**src/rtl/alu_reserve_station_if.sv**
```systemverilog
// ----------------------------------------------------------------------------
// alu_rs_pkg / alu_rs_if : entry types and dispatch/CDB/issue bundle for the
// ALU reservation station.   Revision: 1.0
// ----------------------------------------------------------------------------
`default_nettype none

package alu_rs_pkg;
  localparam int RS_IDX_W  = 2;
  localparam int ROB_IDX_W = 4;

  typedef logic [RS_IDX_W-1:0]  rs_index_t;
  typedef logic [ROB_IDX_W-1:0] rob_index_t;

  typedef struct packed {
    logic                   busy;
    logic [3:0]             alu_op;
    rob_index_t             reorder;
    rs_index_t              index;
    logic [1:0]             operand_ready;
    rob_index_t [1:0]       operand_addr;
    logic [1:0][31:0]       operand;
  } reserve_station_t;
endpackage

interface alu_rs_if #(
  parameter int CDB_WIDTH = 2
);
  import alu_rs_pkg::*;

  logic                        flush;
  logic                        taken;
  reserve_station_t            rs_in;
  logic                        ready;
  rs_index_t                   index;
  logic [CDB_WIDTH-1:0]        cdb_valid;
  rob_index_t [CDB_WIDTH-1:0]  cdb_reorder;
  logic [CDB_WIDTH-1:0][31:0]  cdb_data;
  logic                        issue_valid;
  reserve_station_t            issue_entry;
  logic                        issue_ack;

  modport master (
    output flush, taken, rs_in, cdb_valid, cdb_reorder, cdb_data, issue_ack,
    input  ready, index, issue_valid, issue_entry
  );

  modport slave (
    input  flush, taken, rs_in, cdb_valid, cdb_reorder, cdb_data, issue_ack,
    output ready, index, issue_valid, issue_entry
  );
endinterface

`default_nettype wire

```
**src/rtl/alu_reserve_station.sv**
```systemverilog
// ----------------------------------------------------------------------------
// alu_reserve_station : ALU reservation station with CDB wakeup and oldest-
// ready issue. Optional RS_CDB_BYPASS_EN allows issue in the broadcast cycle.
// Revision: 1.0
// ----------------------------------------------------------------------------
`default_nettype none

module alu_reserve_station
  import alu_rs_pkg::*;
#(
  parameter int DEPTH     = 4,
  parameter int CDB_WIDTH = 2
) (
  input  logic     clk,
  input  logic     rst,
  alu_rs_if.slave  rs
);

  reserve_station_t        entry_q [DEPTH];
  reserve_station_t        entry_d [DEPTH];
  logic [DEPTH-1:0]        busy_q, busy_d;
  logic [DEPTH-1:0]        age_q [DEPTH];
  logic [DEPTH-1:0]        age_d [DEPTH];

  reserve_station_t        woken [DEPTH];
  reserve_station_t        view  [DEPTH];
  reserve_station_t        in_woken;
  logic [DEPTH-1:0]        cand;
  rs_index_t               sel_idx;
  logic                    any_cand;
  logic                    older;

  // Lowest CDB port wins when several match the same operand.
  function automatic reserve_station_t wake(
    input reserve_station_t            e,
    input logic [CDB_WIDTH-1:0]        v,
    input rob_index_t [CDB_WIDTH-1:0]  tag,
    input logic [CDB_WIDTH-1:0][31:0]  d
  );
    reserve_station_t r;
    r = e;
    for (int k = 0; k < 2; k++) begin
      if (!e.operand_ready[k]) begin
        for (int p = CDB_WIDTH - 1; p >= 0; p--) begin
          if (v[p] && (tag[p] == e.operand_addr[k])) begin
            r.operand[k]       = d[p];
            r.operand_ready[k] = 1'b1;
          end
        end
      end
    end
    return r;
  endfunction

  assign in_woken = wake(rs.rs_in, rs.cdb_valid, rs.cdb_reorder, rs.cdb_data);

  for (genvar g = 0; g < DEPTH; g++) begin : g_entry
    assign woken[g] = wake(entry_q[g], rs.cdb_valid, rs.cdb_reorder, rs.cdb_data);
`ifdef RS_CDB_BYPASS_EN
    assign view[g]  = woken[g];
`else
    assign view[g]  = entry_q[g];
`endif
    assign cand[g]  = busy_q[g] & (&view[g].operand_ready);
  end

  always_comb begin
    rs.ready = ~(&busy_q);
    rs.index = '0;
    for (int i = DEPTH - 1; i >= 0; i--) begin
      if (!busy_q[i]) rs.index = rs_index_t'(i);
    end
  end

  // The age matrix gives a total order over busy entries, so exactly one
  // candidate is older than every other candidate.
  always_comb begin
    sel_idx = '0;
    older   = 1'b0;
    for (int i = 0; i < DEPTH; i++) begin
      older = 1'b1;
      for (int j = 0; j < DEPTH; j++) begin
        if ((j != i) && cand[j] && !age_q[i][j]) older = 1'b0;
      end
      if (cand[i] && older) sel_idx = rs_index_t'(i);
    end
  end

  assign any_cand       = |cand;
  assign rs.issue_valid = any_cand;
  assign rs.issue_entry = any_cand ? view[sel_idx] : '0;

  always_comb begin
    entry_d = entry_q;
    busy_d  = busy_q;
    age_d   = age_q;
    for (int i = 0; i < DEPTH; i++) begin
      if (busy_q[i]) entry_d[i] = woken[i];
    end
    if (any_cand && rs.issue_ack) busy_d[sel_idx] = 1'b0;
    if (rs.taken) begin
      entry_d[rs.rs_in.index]      = in_woken;
      entry_d[rs.rs_in.index].busy = 1'b1;
      busy_d[rs.rs_in.index]       = 1'b1;
      age_d[rs.rs_in.index]        = '0;
      for (int i = 0; i < DEPTH; i++) begin
        age_d[i][rs.rs_in.index] = busy_q[i];
      end
    end
    if (rs.flush) begin
      busy_d = '0;
      for (int i = 0; i < DEPTH; i++) begin
        entry_d[i] = '0;
        age_d[i]   = '0;
      end
    end
  end

  always_ff @(posedge clk or posedge rst) begin
    if (rst) begin
      busy_q <= '0;
      for (int i = 0; i < DEPTH; i++) begin
        entry_q[i] <= '0;
        age_q[i]   <= '0;
      end
    end else begin
      busy_q <= busy_d;
      for (int i = 0; i < DEPTH; i++) begin
        entry_q[i] <= entry_d[i];
        age_q[i]   <= age_d[i];
      end
    end
  end

`ifndef SYNTHESIS
  a_no_dispatch_when_full: assert property (@(posedge clk) disable iff (rst)
    rs.taken |-> rs.ready);
`endif

endmodule

`default_nettype wire

```
**src/flat_wrapper.sv**
```systemverilog
// flat-port wrapper written by rule: the top's interface ports become plain ports
module alu_reserve_station_flat import alu_rs_pkg::*;
#(
  parameter int DEPTH     = 4,
  parameter int CDB_WIDTH = 2
)
  (clk, rst, rs_flush, rs_taken, rs_rs_in, rs_cdb_valid, rs_cdb_reorder, rs_cdb_data, rs_issue_ack, rs_ready, rs_index, rs_issue_valid, rs_issue_entry);
  alu_rs_if #(.CDB_WIDTH(CDB_WIDTH)) rs_i ();
  input  logic clk;
  input  logic rst;
  input wire logic [$bits(rs_i.flush)-1:0] rs_flush;
  input wire logic [$bits(rs_i.taken)-1:0] rs_taken;
  input wire logic [$bits(rs_i.rs_in)-1:0] rs_rs_in;
  input wire logic [$bits(rs_i.cdb_valid)-1:0] rs_cdb_valid;
  input wire logic [$bits(rs_i.cdb_reorder)-1:0] rs_cdb_reorder;
  input wire logic [$bits(rs_i.cdb_data)-1:0] rs_cdb_data;
  input wire logic [$bits(rs_i.issue_ack)-1:0] rs_issue_ack;
  output wire logic [$bits(rs_i.ready)-1:0] rs_ready;
  output wire logic [$bits(rs_i.index)-1:0] rs_index;
  output wire logic [$bits(rs_i.issue_valid)-1:0] rs_issue_valid;
  output wire logic [$bits(rs_i.issue_entry)-1:0] rs_issue_entry;
  assign rs_i.flush = rs_flush;
  assign rs_i.taken = rs_taken;
  assign rs_i.rs_in = rs_rs_in;
  assign rs_i.cdb_valid = rs_cdb_valid;
  assign rs_i.cdb_reorder = rs_cdb_reorder;
  assign rs_i.cdb_data = rs_cdb_data;
  assign rs_i.issue_ack = rs_issue_ack;
  assign rs_ready = rs_i.ready;
  assign rs_index = rs_i.index;
  assign rs_issue_valid = rs_i.issue_valid;
  assign rs_issue_entry = rs_i.issue_entry;
  alu_reserve_station #(.DEPTH(DEPTH), .CDB_WIDTH(CDB_WIDTH)) u_core (.clk(clk), .rst(rst), .rs(rs_i));
endmodule
```
**config.mk**
```make
export PLATFORM = sky130hd
export DESIGN_NAME = alu_reserve_station_flat
export DESIGN_NICKNAME = d
export VERILOG_FILES = /design/src/rtl/alu_reserve_station_if.sv /design/src/rtl/alu_reserve_station.sv /design/src/flat_wrapper.sv
export SDC_FILE = /design/constraint.sdc
export NUM_CORES = 1
export LEC_CHECK = 0
export ABC_CLOCK_PERIOD_IN_PS = 28100
export BUFFER_PORTS_ARGS = -buffer_cell sky130_fd_sc_hd__buf_2
export CORE_ASPECT_RATIO = 2
export CORE_MARGIN = 8
export CORE_UTILIZATION = 65
export DETAILED_ROUTE_END_ITERATION = 10
export PLACE_DENSITY_LB_ADDON = 0.15
export SYNTH_ARGS = -nofsm -noshare
export SYNTH_HDL_FRONTEND = slang
export SYNTH_SLANG_ARGS = --single-unit
```
**constraint.sdc**
```tcl
create_clock -name clk -period 28.1 [get_ports clk]
set_input_delay 2.81 -clock clk [delete_from_list [all_inputs] [get_ports clk]]
set_output_delay 2.81 -clock clk [all_outputs]
set_load 0.03 [all_outputs]
```
==> results.json, run 1 <==
{
  "rsz0062_at_grt": "false",
  "grt_usage_pct": 46.10,
  "combPwrFrac_pct": 15.4,
  "swShare_pct": 29.23,
  "seqPwrFrac_pct": 45.3,
  "synth.most_common_cell": "dfrtp_1",
  "ys_ff_latch": 349,
  "ant_nets": 0,
  "endpoint_kind": "output port",
  "grt_pass1_vias": 24220,
  "cts_hold_buf": 0,
  "path_cells": "nand4b_1 > o2111ai_2 > buf_4 > nand2b_2 > buf_4 > o22ai_1 > nor3_1 > buf_2",
  "route.detailed.drc": 0,
  "critical_path_required_ps": 25290,
  "whs_ps": 487.8,
  "yosys_warnings": 0,
  "fmax_ghz": 0.1347,
  "ios": 253,
  "synth_edf_count": 0,
  "htreeDepth": 1,
  "busiest_layer": "met2",
  "clock_path_buffers": 3,
  "synthDistinctLibCells": 60,
  "cpPeakStageDelay_ps": 780,
  "hp-class": "flip-flop to flip-flop",
  "synth_area_leaders": "dfrtp_1 39%, o22ai_1 6.9%, mux2_2 5.8%",
  "worstPathArrival_ps": 4610,
  "grt_max_degree": 145,
  "via_per_inst": 7.914,
  "clkPwrFrac_pct": 39.3,
  "synth_flop_cell": "dfrtp_1",
  "cellInternalPower_uw": 839.0,
  "overflow": 0,
  "fp.dieH_um": 278.4,
  "fin_util_pct": 71.86,
  "cts_tree": "done",
  "grtUsageMet1_pct": 49.55,
  "ys_seq_area_share_pct": 39.02,
  "netlist_instances": 2527,
  "vias": 23836,
  "dp_hpwl_um": 57960,
  "clk_latency_ps": 600,
  "final-hold-violation-count": 0,
  "die_w_um": 147.2,
  "coreArea_um2": 34110,
  "path_max_fanout": 49,
  "path_clk_slew_ps": 70,
  "drt-total-wl_um": 98320,
  "netlist_area_um2": 22380,
  "power_switching_uw": 346.5,
  "cp-start-kind": "flip-flop",
  "min_period_ps": 7422,
  "slew_violations": 0,
  "cts_inserted_buffers": 31,
  "worst_slew_pin_slew_ps": 1255,
  "yosysTopAreaCell": "dfrtp_1",
  "initial_core_util_pct": 65.61,
  "power_leakage_nw": 10.66,
  "power.total_mw": 1.185,
  "drive_gt1_share_pct": 20.23,
  "first_pass_iters": 10,
  "maxCapViolCount": 0,
  "dpl_cell_area_um2": 23460,
  "stdcell_area_um2": 24510,
  "crit_type": "flip-flop to output port",
  "setup_viol": 0,
  "syn2layout_area_growth_pct": 9.532,
  "crit_top_cell": "buf_4",
  "post_cts_buffers": 0,
  "period_share_pct": 26.41,
  "status": "completed",
  "yosys.area.top_type_share_pct": 39.02,
  "drt_first_iter_violations": 3345,
  "powerDensity_nw_per_um2": 48.36,
  "ys_top_cells_by_count": "349 x dfrtp_1, 248 x o22ai_1, 223 x clkbuf_1",
  "place.port_buffers": 251,
  "vdd_drop_max_mv": 0.06263,
  "nets": 2713,
  "clock-sinks": 349,
  "cts_resized": 0,
  "rows": 96,
  "die_area_um2": 40990,
  "avgSynthCellArea_um2": 8.856,
  "setup_tns_ps": 0,
  "antenna_found_initial": 4,
  "synth_fp_nets": 2691,
  "grt_pass1_wl_um": 146000,
  "skew_ps": 13.92,
  "routedWlPerCell_um": 32.64,
  "relSlewSlack_pct": 16.34,
  "async_flop_share_pct": 100.0,
  "crit_slowest_cell": "buf_4",
  "gp_congestion": 0.9734,
  "clock_tree.root_cell": "clkbuf_16",
  "use_met2_pct": 72.09,
  "use_met3_pct": 14.71
}
[layout make-up]
class	instances	area, um2
antenna	1	2.502
timing repair buffer	301	1632
clock inverter	11	182.7
fill	2765	9599
sequential	349	8733
multi-input combinational	1825	12380
tap	441	551.8
inverter	41	161.4
clock buffer	43	870.8
[per-stage QoR]
| step | instances | setup slack, ps |
|---|---|---|
| 2_1_floorplan | 2527 | 15610 |
| 4_1_cts | 3011 | 20990 |
| 6_report | 3012 | 20680 |
| 3_5_place_dp | 2957 | 21540 |
| 5_1_grt | 3011 | 20700 |
| 3_3_place_gp | 2957 | 21630 |
[cells in the final DEF, fill, tap and decap left out, drive strengths merged, types with 32 or more instances in the layout]
cell type and count:
buf 301, mux2 115, o22ai 261, inv 41, and3 46, mux2i 116, o221ai 46, a31oi 61
a21oi 33, nor3 137, clkbuf 43, nand3 32, nand2 200, dfrtp 349, a22o 65, o22a 65
o21ai 168, xnor2 36, o32ai 79, nor2 171, xor2 41
[metal layers]
layer | up-vias | part of all wire, %
met5 | - | 0.053
met4 | 4 | 9.9
met3 | 665 | 14
met2 | 2381 | 46
met1 | 11298 | 31
li1 | 9488 | -
[flip-flops by register name, indices dropped and copies added (netlist names)]
| name | cells |
|---|---|
| u_core.busy_q | 4 |
| u_core.entry_q | 336 |
| u_core.age_q | 9 |
[power by group through the flow]
stage,registers [mW],clock network [mW],logic [mW]
2_1_floorplan,0.540,0,0.113
3_3_place_gp,0.544,0,0.166
3_5_place_dp,0.545,0,0.171
4_1_cts,0.535,0.461,0.172
5_1_grt,0.538,0.479,0.189
6_report,0.537,0.466,0.183
[final timing paths]
check / from / end / slack, ps / cells past startpoint
worst max-delay path: u_core.busy_q[1] / rs_issue_entry[38] / 20680 / 8
worst min-delay path: u_core.entry_q[159] / u_core.entry_q[159] / 490 / 1
worst max register to register: u_core.busy_q[1] / u_core.busy_q[0] / 24320 / 7
worst min register to register: u_core.entry_q[159] / u_core.entry_q[159] / 490 / 1
max in group asynchronous: rst / u_core.entry_q[131] / 22310 / 5
min in group asynchronous: rst / u_core.entry_q[96] / 2390 / 2
[critical path: cells and delay by family, from the launching register on]
family / cells / cell delay, ps
AOI/OAI and AO/OA: 2 / 300
buffers and inverters: 3 / 1500
DFF: 1 / 760
and+or+nand+nor: 3 / 1390
[cells by family after synthesis]
logic type                count (synthesis)  synth area share [%]
muxes                                   231                 10.97
and+or+nand+nor                         668                 13.78
xor gates and xnor gates                 77                 3.013
DFF                                     349                 39.02
AOI/OAI and AO/OA                       849                 26.81
buffers and inverters                   353                 6.407
Power figures use the tool's default switching activity.
==> run 2: changes to the inputs <==
--- a/config.mk
+++ b/config.mk
@@ -5,11 +5,11 @@
 export SDC_FILE = /design/constraint.sdc
 export NUM_CORES = 1
 export LEC_CHECK = 0
-export ABC_CLOCK_PERIOD_IN_PS = 28100
+export ABC_CLOCK_PERIOD_IN_PS = 7100
 export BUFFER_PORTS_ARGS = -buffer_cell sky130_fd_sc_hd__buf_2
 export CORE_ASPECT_RATIO = 2
 export CORE_MARGIN = 8
-export CORE_UTILIZATION = 65
+export CORE_UTILIZATION = 60
 export DETAILED_ROUTE_END_ITERATION = 10
 export PLACE_DENSITY_LB_ADDON = 0.15
 export SYNTH_ARGS = -nofsm -noshare
==> constraint.sdc (replaced) <==
create_clock -name clk -period 7.1 [get_ports clk]
set_input_delay 0.71 -clock clk [delete_from_list [all_inputs] [get_ports clk]]
set_output_delay 0.71 -clock clk [all_outputs]
set_load 0.03 [all_outputs]
==> run 2 against run 1 <==
Effect of this change: setup slack worse by 19000 ps; clock skew fell by 1.5 ps; design area increased by 0.46%; final cell count increased by 1.1%; global-route usage shrank 2.0 points; first-iteration DRC count decreased by 7.4%; sequential power grew to 3.9 times the previous value; largest cell class unchanged.
==> results.json, run 2 (synthesis gave the netlist of run 1 again) <==
{
  "final-hold-violation-count": 0,
  "dp.cells": 2982,
  "clock_path_buffers": 3,
  "critical_path_required_ps": 6390,
  "skew_ps": 12.39,
  "path_cells": "and3_1 > o2111ai_4 > buf_4 > and2_1 > nand2_2 > buf_4 > o21ai_0 > nor3_1 > buf_2",
  "via_per_inst": 7.745,
  "vias": 23585,
  "ios": 253,
  "r2r_setup_slack_ps": 3810,
  "first_pass_iters": 9,
  "seqPwrFrac_pct": 45.1,
  "crit_family": "simple AND/OR/NAND/NOR gates",
  "final_cell_mix": "349 x dfrtp_1, 251 x buf_2, 248 x o22ai_1",
  "rsz0062_at_grt": "false",
  "vdd_drop_max_mv": 0.2123,
  "gp_congestion": 0.9838,
  "path_max_fanout": 37,
  "antenna_found_initial": 9,
  "ant_nets": 0,
  "die_area_um2": 44110,
  "cpPeakStageDelay_ps": 780,
  "top_regs": "u_core.entry_q: 336 flops, u_core.age_q: 9 flops, u_core.busy_q: 4 flops",
  "crit_type": "flip-flop to output port",
  "grt_max_degree": 157,
  "powerDensity_nw_per_um2": 191.2,
  "crit_top_cell": "buf_4",
  "cts_inserted_buffers": 35,
  "clock-sinks": 349,
  "dpl_cell_area_um2": 23550,
  "r2r_start": "u_core.entry_q[240]",
  "setup_tns_ps": 0,
  "nets": 2724,
  "largest_register_ff_count": 336,
  "power_leakage_nw": 10.70,
  "syn2layout_area_growth_pct": 10.04,
  "coreArea_um2": 37040,
  "crit_path_start": "u_core.busy_q[3]",
  "cts_hold_buf": 0,
  "grt_usage_pct": 44.05,
  "path_clk_slew_ps": 70,
  "htreeDepth": 2,
  "clock_tree.root_cell": "clkbuf_16",
  "multi_input_area_um2": 12380,
  "stdcell_area_um2": 24630,
  "worstPathArrival_ps": 4540,
  "maxCapViolCount": 0,
  "overflow": 0,
  "reg2reg_to": "u_core.entry_q[213]",
  "dp_hpwl_um": 60410,
  "cellInternalPower_mw": 3.305,
  "drt_first_iter_violations": 3098,
  "fmax_ghz": 0.1905,
  "clk_latency_ps": 550,
  "combPwrFrac_pct": 15.4,
  "swShare_pct": 29.79,
  "final-seq-area_um2": 8733,
  "cts_tree": "done",
  "largest-register": "u_core.entry_q",
  "r2r_cells": 7,
  "grt_pass1_vias": 23609,
  "clkPwrFrac_pct": 39.4,
  "hp-class": "input pin to asynchronous set/reset pin",
  "rows": 100,
  "power.total_mw": 4.707,
  "endpoint_kind": "output port",
  "whs_ps": 219.3,
  "status": "completed",
  "fillers": 3131,
  "final_common_cell": "dfrtp_1",
  "cts_resized": 0,
  "fp.dieH_um": 289.1,
  "place.port_buffers": 251,
  "crit_slowest_cell": "dfrtp_1",
  "fin_cells": 3045,
  "power_switching_mw": 1.402,
  "period_share_pct": 73.92,
  "path_buf_inv": 3,
  "cp.depth": 9,
  "setup_viol": 0,
  "route.detailed.drc": 0,
  "initial_core_util_pct": 60.43,
  "post_cts_buffers": 0,
  "routedWlPerCell_um": 33.05,
  "slew_violations": 0,
  "drive_gt1_share_pct": 20.45,
  "die_w_um": 152.6,
  "drt-total-wl_um": 100600,
  "cp-start-kind": "flip-flop",
  "relSlewSlack_pct": 13.54,
  "grt_pass1_wl_um": 147400,
  "min_period_ps": 5248,
  "worst_slew_pin_slew_ps": 1294
}
[run 2: changes by cell type in the layout (fill, tap and decap cells not counted), sizes merged]
cell	before	now
clkinv	5	2
inv	41	43
bufinv	5	1
diode	1	4
clkbuf	43	53
buf	301	308
[run 2: worst max path at each step]
stage                          to  slack [ps]
6_report       rs_issue_entry[30]        1850
5_1_grt         rs_issue_entry[1]        1770
4_1_cts         rs_issue_entry[7]        2180
3_5_place_dp    rs_issue_entry[7]        2750
3_3_place_gp    rs_issue_entry[7]        2730
2_1_floorplan     u_core.age_q[0]        1720
[run 2: per-layer routing]
metal  track usage (%)  wire length [um]  vias to the layer above
met2             70.38             46310                     2152
li1                  -                 -                     9532
met3             12.89             12780                      602
met4             39.46             10090                       12
met1             47.10             31360                    11287
met5                 0                88                        -
[run 2: final cells by class]
class | instances | area share (%)
Tap cell | 459 | 2.332
Inverter | 41 | 0.6402
Timing Repair Buffer | 308 | 6.890
Antenna cell | 4 | 0.04065
Clock buffer | 53 | 4.075
Multi-Input combinational cell | 1825 | 50.29
Clock inverter | 6 | 0.2693
Sequential cell | 349 | 35.46
[run 2: through the flow]
stage                     utilization [%]  setup slack [ps]
after floorplan                         -              1718
after global placement              63.58              2729
after detailed placement            63.58              2746
after CTS                           66.47              2176
after global routing                66.47              1775
final                               66.49              1852
[run 2: power groups by stage]
stage	registers, mW	logic, mW	clock network [mW]
global placement	2.15	0.669	0
finish	2.12	0.727	1.86
global route	2.13	0.755	1.91
CTS	2.12	0.689	1.84
floorplan	2.14	0.446	0
detailed placement	2.16	0.687	0
